<file path="src/rtl/bus_xbar_pkg.sv">
// Shared types, response constants and address decode for bus_xbar_rr.
package bus_xbar_pkg;

  typedef enum logic [1:0] {
    IDLE  = 2'd0,
    BUSY  = 2'd1,
    DRAIN = 2'd2
  } slave_state_e;

  localparam logic [31:0] ERR_RDATA     = 32'hBADA_CCE5;
  localparam logic [31:0] TIMEOUT_RDATA = 32'hDEAD_71ED;

  // Upper bounds for the decode arguments; callers zero-extend into these.
  localparam int MAX_AW    = 64;
  localparam int MAX_SLAVE = 16;

  // Lowest-index matching region wins; nb_slave means "no region hit".
  function automatic int decode(input logic [MAX_AW-1:0] addr,
                                input logic [MAX_SLAVE-1:0][MAX_AW-1:0] lo,
                                input logic [MAX_SLAVE-1:0][MAX_AW-1:0] hi,
                                input int nb_slave);
    decode = nb_slave;
    for (int s = MAX_SLAVE - 1; s >= 0; s--) begin
      if (s < nb_slave && addr >= lo[s] && addr <= hi[s]) decode = s;
    end
  endfunction

endpackage

</file>
<file path="src/rtl/bus_xbar_rr_arbiter.sv">
// Round-robin arbiter with grant lock: a presented-but-unaccepted winner
// stays selected while it keeps requesting; the pointer moves only on advance.
module rr_arbiter #(
  parameter int NB_REQ = 3,
  parameter int IW     = (NB_REQ > 1) ? $clog2(NB_REQ) : 1
) (
  input  logic              clk,
  input  logic              rst,
  input  logic [NB_REQ-1:0] req,
  input  logic              advance,
  output logic [NB_REQ-1:0] gnt,
  output logic [IW-1:0]     idx
);

  logic [IW-1:0]     ptr;
  logic              locked;
  logic [NB_REQ-1:0] lock_oh;
  logic [NB_REQ-1:0] pick;

  always_comb begin
    pick = '0;
    for (int i = 0; i < NB_REQ; i++) begin
      if (pick == '0 && req[(int'(ptr) + i) % NB_REQ]) pick[(int'(ptr) + i) % NB_REQ] = 1'b1;
    end
    gnt = (locked && |(req & lock_oh)) ? lock_oh : pick;
    idx = '0;
    for (int i = 0; i < NB_REQ; i++) begin
      if (gnt[i]) idx = IW'(i);
    end
  end

  always_ff @(posedge clk) begin
    if (rst) begin
      ptr     <= '0;
      locked  <= 1'b0;
      lock_oh <= '0;
    end else begin
      locked  <= |gnt && !advance;
      lock_oh <= gnt;
      if (advance) ptr <= (idx == IW'(NB_REQ - 1)) ? '0 : idx + 1'b1;
    end
  end

endmodule

</file>
<file path="src/rtl/bus_xbar_rr.sv">
// NB_MASTER x NB_SLAVE request/grant crossbar, round-robin per slave, one
// outstanding transaction per slave. Optional watchdog: BUS_XBAR_TIMEOUT_EN.
module bus_xbar_rr
  import bus_xbar_pkg::*;
#(
  parameter int NB_MASTER      = 3,
  parameter int NB_SLAVE       = 3,
  parameter int ADDR_WIDTH     = 32,
  parameter int DATA_WIDTH     = 32,
  parameter logic [NB_SLAVE-1:0][ADDR_WIDTH-1:0] START_ADDR =
    {32'h1A10_0000, 32'h0010_0000, 32'h0000_0000},
  parameter logic [NB_SLAVE-1:0][ADDR_WIDTH-1:0] END_ADDR =
    {32'h1A11_FFFF, 32'h001F_FFFF, 32'h000F_FFFF},
  parameter int TIMEOUT_CYCLES = 256
) (
  input  logic                                  clk,
  input  logic                                  rst,
  input  logic [NB_MASTER-1:0]                  m_req_i,
  input  logic [NB_MASTER-1:0][ADDR_WIDTH-1:0]  m_addr_i,
  input  logic [NB_MASTER-1:0]                  m_we_i,
  input  logic [NB_MASTER-1:0][DATA_WIDTH/8-1:0] m_be_i,
  input  logic [NB_MASTER-1:0][DATA_WIDTH-1:0]  m_wdata_i,
  output logic [NB_MASTER-1:0]                  m_gnt_o,
  output logic [NB_MASTER-1:0]                  m_rvalid_o,
  output logic [NB_MASTER-1:0][DATA_WIDTH-1:0]  m_rdata_o,
  output logic [NB_MASTER-1:0]                  m_err_o,
  output logic [NB_SLAVE-1:0]                   s_req_o,
  output logic [NB_SLAVE-1:0][ADDR_WIDTH-1:0]   s_addr_o,
  output logic [NB_SLAVE-1:0]                   s_we_o,
  output logic [NB_SLAVE-1:0][DATA_WIDTH/8-1:0] s_be_o,
  output logic [NB_SLAVE-1:0][DATA_WIDTH-1:0]   s_wdata_o,
  input  logic [NB_SLAVE-1:0]                   s_gnt_i,
  input  logic [NB_SLAVE-1:0]                   s_rvalid_i,
  input  logic [NB_SLAVE-1:0][DATA_WIDTH-1:0]   s_rdata_i,
  input  logic [NB_SLAVE-1:0]                   s_err_i
);

  localparam int MW = (NB_MASTER > 1) ? $clog2(NB_MASTER) : 1;

  logic [MAX_SLAVE-1:0][MAX_AW-1:0] start_x, end_x;
  int                   tgt [NB_MASTER];
  slave_state_e         state [NB_SLAVE];
  logic [MW-1:0]        owner [NB_SLAVE];
  logic [NB_MASTER-1:0] arb_req [NB_SLAVE];
  logic [NB_MASTER-1:0] arb_gnt [NB_SLAVE];
  logic [MW-1:0]        arb_idx [NB_SLAVE];
  logic [NB_SLAVE-1:0]  acc, fwd, tmo;
  logic [NB_MASTER-1:0] err_pend;
`ifdef BUS_XBAR_TIMEOUT_EN
  localparam int TW = $clog2(TIMEOUT_CYCLES + 1);
  logic [TW-1:0]        cnt [NB_SLAVE];
`endif

  always_comb begin
    start_x = '0;
    end_x   = '0;
    for (int s = 0; s < NB_SLAVE; s++) begin
      start_x[s] = MAX_AW'(START_ADDR[s]);
      end_x[s]   = MAX_AW'(END_ADDR[s]);
    end
    for (int m = 0; m < NB_MASTER; m++) begin
      tgt[m] = decode(MAX_AW'(m_addr_i[m]), start_x, end_x, NB_SLAVE);
    end
    for (int s = 0; s < NB_SLAVE; s++) begin
      for (int m = 0; m < NB_MASTER; m++) begin
        arb_req[s][m] = m_req_i[m] && tgt[m] == s && state[s] == IDLE && !rst;
      end
    end
  end

  for (genvar s = 0; s < NB_SLAVE; s++) begin : g_arb
    rr_arbiter #(.NB_REQ(NB_MASTER), .IW(MW)) u_arb (
      .clk     (clk),
      .rst     (rst),
      .req     (arb_req[s]),
      .advance (acc[s]),
      .gnt     (arb_gnt[s]),
      .idx     (arb_idx[s])
    );
  end

  always_comb begin
    s_req_o   = '0;
    s_addr_o  = '0;
    s_we_o    = '0;
    s_be_o    = '0;
    s_wdata_o = '0;
    acc       = '0;
    fwd       = '0;
    tmo       = '0;
    for (int s = 0; s < NB_SLAVE; s++) begin
      s_req_o[s] = |arb_gnt[s];
      if (s_req_o[s]) begin
        s_addr_o[s]  = m_addr_i[arb_idx[s]];
        s_we_o[s]    = m_we_i[arb_idx[s]];
        s_be_o[s]    = m_be_i[arb_idx[s]];
        s_wdata_o[s] = m_wdata_i[arb_idx[s]];
      end
      acc[s] = s_req_o[s] && s_gnt_i[s];
      fwd[s] = state[s] == BUSY && s_rvalid_i[s] && !rst;
`ifdef BUS_XBAR_TIMEOUT_EN
      // A real response in the expiry cycle takes precedence.
      tmo[s] = state[s] == BUSY && !s_rvalid_i[s] && !rst &&
               cnt[s] == TW'(TIMEOUT_CYCLES - 1);
`endif
    end
  end

  always_comb begin
    m_gnt_o    = '0;
    m_rvalid_o = '0;
    m_rdata_o  = '0;
    m_err_o    = '0;
    for (int m = 0; m < NB_MASTER; m++) begin
      m_gnt_o[m] = m_req_i[m] && tgt[m] == NB_SLAVE && !rst;
      if (err_pend[m] && !rst) begin
        m_rvalid_o[m] = 1'b1;
        m_err_o[m]    = 1'b1;
        m_rdata_o[m]  = DATA_WIDTH'(ERR_RDATA);
      end
      for (int s = 0; s < NB_SLAVE; s++) begin
        if (acc[s] && arb_gnt[s][m]) m_gnt_o[m] = 1'b1;
        if (fwd[s] && owner[s] == MW'(m)) begin
          m_rvalid_o[m] = 1'b1;
          m_err_o[m]    = s_err_i[s];
          m_rdata_o[m]  = s_rdata_i[s];
        end
        if (tmo[s] && owner[s] == MW'(m)) begin
          m_rvalid_o[m] = 1'b1;
          m_err_o[m]    = 1'b1;
          m_rdata_o[m]  = DATA_WIDTH'(TIMEOUT_RDATA);
        end
      end
    end
  end

  always_ff @(posedge clk) begin
    if (rst) begin
      err_pend <= '0;
      for (int s = 0; s < NB_SLAVE; s++) begin
        state[s] <= IDLE;
        owner[s] <= '0;
`ifdef BUS_XBAR_TIMEOUT_EN
        cnt[s]   <= '0;
`endif
      end
    end else begin
      for (int m = 0; m < NB_MASTER; m++) begin
        err_pend[m] <= m_req_i[m] && tgt[m] == NB_SLAVE;
      end
      for (int s = 0; s < NB_SLAVE; s++) begin
        case (state[s])
          IDLE: if (acc[s]) begin
            state[s] <= BUSY;
            owner[s] <= arb_idx[s];
`ifdef BUS_XBAR_TIMEOUT_EN
            cnt[s]   <= '0;
`endif
          end
          BUSY: begin
            if (s_rvalid_i[s]) state[s] <= IDLE;
`ifdef BUS_XBAR_TIMEOUT_EN
            else if (tmo[s]) state[s] <= DRAIN;
            else cnt[s] <= cnt[s] + 1'b1;
`endif
          end
          DRAIN: if (s_rvalid_i[s]) state[s] <= IDLE;
          default: state[s] <= IDLE;
        endcase
      end
    end
  end

endmodule

</file>
<file path="config.mk">
export PLATFORM = sky130hd
export DESIGN_NAME = bus_xbar_rr
export DESIGN_NICKNAME = d
export VERILOG_FILES = /design/src/rtl/bus_xbar_pkg.sv /design/src/rtl/bus_xbar_rr_arbiter.sv /design/src/rtl/bus_xbar_rr.sv
export SDC_FILE = /design/constraint.sdc
export NUM_CORES = 1
export LEC_CHECK = 0
export ABC_CLOCK_PERIOD_IN_PS = 11050
export BUFFER_PORTS_ARGS = -buffer_cell sky130_fd_sc_hd__buf_2
export CAP_MARGIN = 20
export CORE_AREA = 2 2 249 251
export DETAILED_ROUTE_END_ITERATION = 10
export DIE_AREA = 0 0 251 253
export PLACE_DENSITY = 0.35
export SYNTH_ARGS = -nofsm -noshare
export SYNTH_HDL_FRONTEND = slang
export SYNTH_HIERARCHICAL = 1
export SYNTH_SLANG_ARGS = --single-unit
</file>
<file path="constraint.sdc">
create_clock -name clk -period 11.05 [get_ports clk]
set_input_delay 0.5525 -clock clk [delete_from_list [all_inputs] [get_ports clk]]
set_output_delay 0.5525 -clock clk [all_outputs]
set_load 0.01 [all_outputs]
</file>
==> impl_results.md <==
* Status: finished clean
* RSZ-0062 raised after global routing: false
* Least-Margin Pin Slew at roughly 1.1 ns
* Worst R2R Path Depth at 15
* Worst-Skew Late Latency at between 0.2 and 0.3 ns
* DRT Pass-1 Iters at 6
* Synth warn at 6
* CTS Hold Bufs at 0
* Xor-xnor portion of the synthesized cell area at 0%
* Main synth FF type: dfxtp_1
* Share of layout cells above drive strength 1 at about 34%
* # IOs at 632
* Syn_area_per_cell at 6.09 um2
* Max cap viols at 0
* Via count at around 15000
* Yosys cell types at 76
* I/O Buffers at ~630
* PostCTS Resize Cnt at 0
* Critical Path End Type: output port
* Worst reg2reg path startpoint: state[1]
* Vias in the first global route at between 10000 and 15000
* Rows at slightly above 90
* Maximum clock rate at around 150 MHz
* Rel. slew slack at 23.6%
* Die footprint at ~0.064 mm2
* Largest family of logic cells by synthesized area: simple AND/OR/NAND/NOR gates
* Tot GR Track Use at between 10% and 20%
* Pin count of the biggest net entering global routing at around 70
* Setup TNS Final at 0 ns
* Required @ worst endpoint at around 11 ns
* Number of synthesized flops with an enable pin at 8
* P per Cell Area at ~35 mW/mm2
* Drt total wl at 66.7 mm
* DIE HEIGHT at 253 um
* Area Growth Syn to Fin at 39.6%
* Compound-Gate Fraction of Synth Area at a little over a quarter
* Max-slew violation count at 0
* First-pass GRT wire length at about 96 mm
* CTS Buf Count at 5
* Worst min path class: primary input to flip-flop
* Area share of fa/ha/maj cells after synthesis at 1.51%
* Min cycle time layout at approximately 6.9 ns
* Post-route DRC at 0
* Routed length per instance at 22.6 um
* P_leak at about 6.3 nW
* Tot Pwr at about 0.5 mW
* NumNets Final at approximately 2500
* Setup crit end: s_wdata_o[65]
* Fin Clk Skew at approximately 0.0074 ns
* Final count of negative-setup-slack endpoints at 0
* Final Hold Violating Endpoints at 0
* GPL Wtd Cong at 0.857
* Crit start category: primary input
* Max Buffers Root-to-Sink at 2
* Clock sinks at 30
* H-tree depth at 2
* Synthesized cell area at between 0.009 and 0.01 mm2
* Post-layout util at 22.8%
* Worst reg2reg endpoint: owner[0][0]
* Worst Setup SP: m_addr_i[84]
* Worst-path fanout max at 61
* Initial antenna violation count at 31
* Reg-to-reg slack, setup at ~5.7 ns
* Core ar. at between 0.06 and 0.07 mm2
* Synth Area in Simple Gates at 33.8%
* Peak supply drop at about 0.044 mV
* Critical path class: primary input to output port
* Initial Utilization at between 10% and 20%
* Yosys reg bits at 30
* Remaining antenna violation count at 0
* CTS clock-pin slew for the worst setup and hold paths at ~0.050 ns
* FFs w/ async S/R, synth at 0%
* 1st-iter DRT viols at about 900
* Hold path depth at 2
* Die X at about 250 um
* Post-synthesis mux area share at 22.4%
* GRT overflow at 0
* Final period util at about 62%
* CP arrival at between 6 and 7 ns
* # fillers at 7196
* Synth Net Count at approximately 2000
* DP Wirelength at between 50 and 60 mm
* Vias per std cell at between 4 and 5
* CTS tree: built
* Postcts setup bufs at 0
* Sequential area share after synthesis at under 10%
* Syn Inst Count at roughly 1600
* Worst hold margin at approximately 0.53 ns
* Root buffer cell: clkbuf_16
==> logic make-up after synthesis <==
group | Yosys count
AO/OA/AOI/OAI | 393
adder cells (fa/ha/maj) | 12
buffers and inverters | 191
flip-flops | 30
multiplexers | 221
AND/OR/NAND/NOR | 787
==> routing by layer <==
metal / part of all wire, % / GRT usage, %
met1: 40 / 23.1
met2: 50 / 35.9
met3: 7.3 / 4.38
met4: 2.2 / 4.49
met5: 0.27 / 0
==> Yosys cell counts (5+ instances only) <==
library cell	count	share of area (%)
nor2_1	566	21
inv_1	41	1.5
a21oi_1	232	12
and2_1	10	0.63
o221ai_2	20	3.0
o32ai_1	6	0.53
buf_2	43	2.2
nand3_1	27	1.4
dfxtp_1	22	4.4
o21ai_1	5	0.25
nor4_1	6	0.38
nor3_2	5	0.50
o21ai_0	14	0.70
nand2_1	91	3.4
nand2b_1	17	1.1
nor2b_1	8	0.50
buf_1	16	0.60
o221ai_1	43	3.8
ha_1	12	1.5
buf_4	8	0.60
clkbuf_1	72	2.7
a221oi_1	26	2.3
or4_1	9	0.68
nand3b_1	5	0.38
buf_6	5	0.57
edfxtp_1	8	2.4
nor3_1	8	0.40
mux2i_1	217	22
==> critical path, stage by stage <==
cell	delay [ns]
buf_2	0.20
nor4b_1	0.91
nand4_1	0.25
nor4_1	0.83
nand3b_1	0.27
o311ai_0	0.17
o2111a_2	0.27
a41oi_4	0.18
nor2_4	0.67
nor2b_4	0.47
buf_4	0.72
a21oi_1	0.26
nor2_1	0.28
buf_2	0.19
==> flip-flops by register name (all words and copies together) (netlist names) <==
register / cells
g_arb.u_arb/locked: 3
state: 3
g_arb.u_arb/lock_oh: 9
g_arb.u_arb/ptr: 6
owner: 6
err_pend: 3
==> area by class of cell <==
type | instances | area (um2) | area share, %
Inverter | 47 | 181 | 1.31
Sequential cell | 30 | 681 | 4.90
Tap cell | 790 | 988 | 7.12
Antenna cell | 11 | 27.5 | 0.198
Multi-Input combinational cell | 1413 | 8510 | 61.3
Clock inverter | 2 | 8.76 | 0.0631
Timing Repair Buffer | 658 | 3360 | 24.2
Clock buffer | 6 | 129 | 0.928
==> report_power, final <==
part / leakage [nW] / switching (mW) / internal [mW]
clock network: 0.0683 / 0.0517 / 0.0824
logic: 6.01 / 0.137 / 0.0980
registers: 0.261 / 0.00245 / 0.115
==> cells in the final DEF, fill, tap and decap left out, types with 4 or more instances in the layout <==
cell type    n
nand2b_1    17
nor4_1       6
a21oi_1    232
o221ai_2    20
nor2_1     563
nand3b_1     5
o32ai_1      6
nand2_1     91
and2_1      10
buf_4       27
a221oi_1    26
o21ai_0     14
diode_2     11
mux2i_1    217
nand3_1     27
edfxtp_1     8
nand4_1      4
nor2b_1      5
inv_1       41
buf_2      631
o221ai_1    43
nor3_1       7
o21ai_1      5
clkbuf_16    5
mux2i_2      4
ha_1        12
or4_1        9
dfxtp_1     22
==> how the worst min path moves through the flow <==
stage	startpoint	endpoint	slack [ns]
floorplan	g_arb[0].u_arb/ptr[0]	g_arb[0].u_arb/ptr[0]	0.50
global placement	g_arb[1].u_arb/ptr[0]	g_arb[1].u_arb/ptr[0]	0.52
detailed placement	g_arb[0].u_arb/ptr[0]	g_arb[0].u_arb/ptr[0]	0.53
CTS	s_rvalid_i[2]	state[2]	0.52
global route	s_rvalid_i[2]	state[2]	0.54
finish	s_rvalid_i[2]	state[2]	0.53
==> metrics by stage <==
step	worst slack [ns]	area [um2]	instances
final	4.15	13900	2957
after global placement	4.15	13700	2936
after global routing	3.86	13900	2951
after CTS	4.17	13900	2946
after floorplan	6.32	9950	1634
after detailed placement	4.18	13700	2938
(Power assumes the default switching activity.)
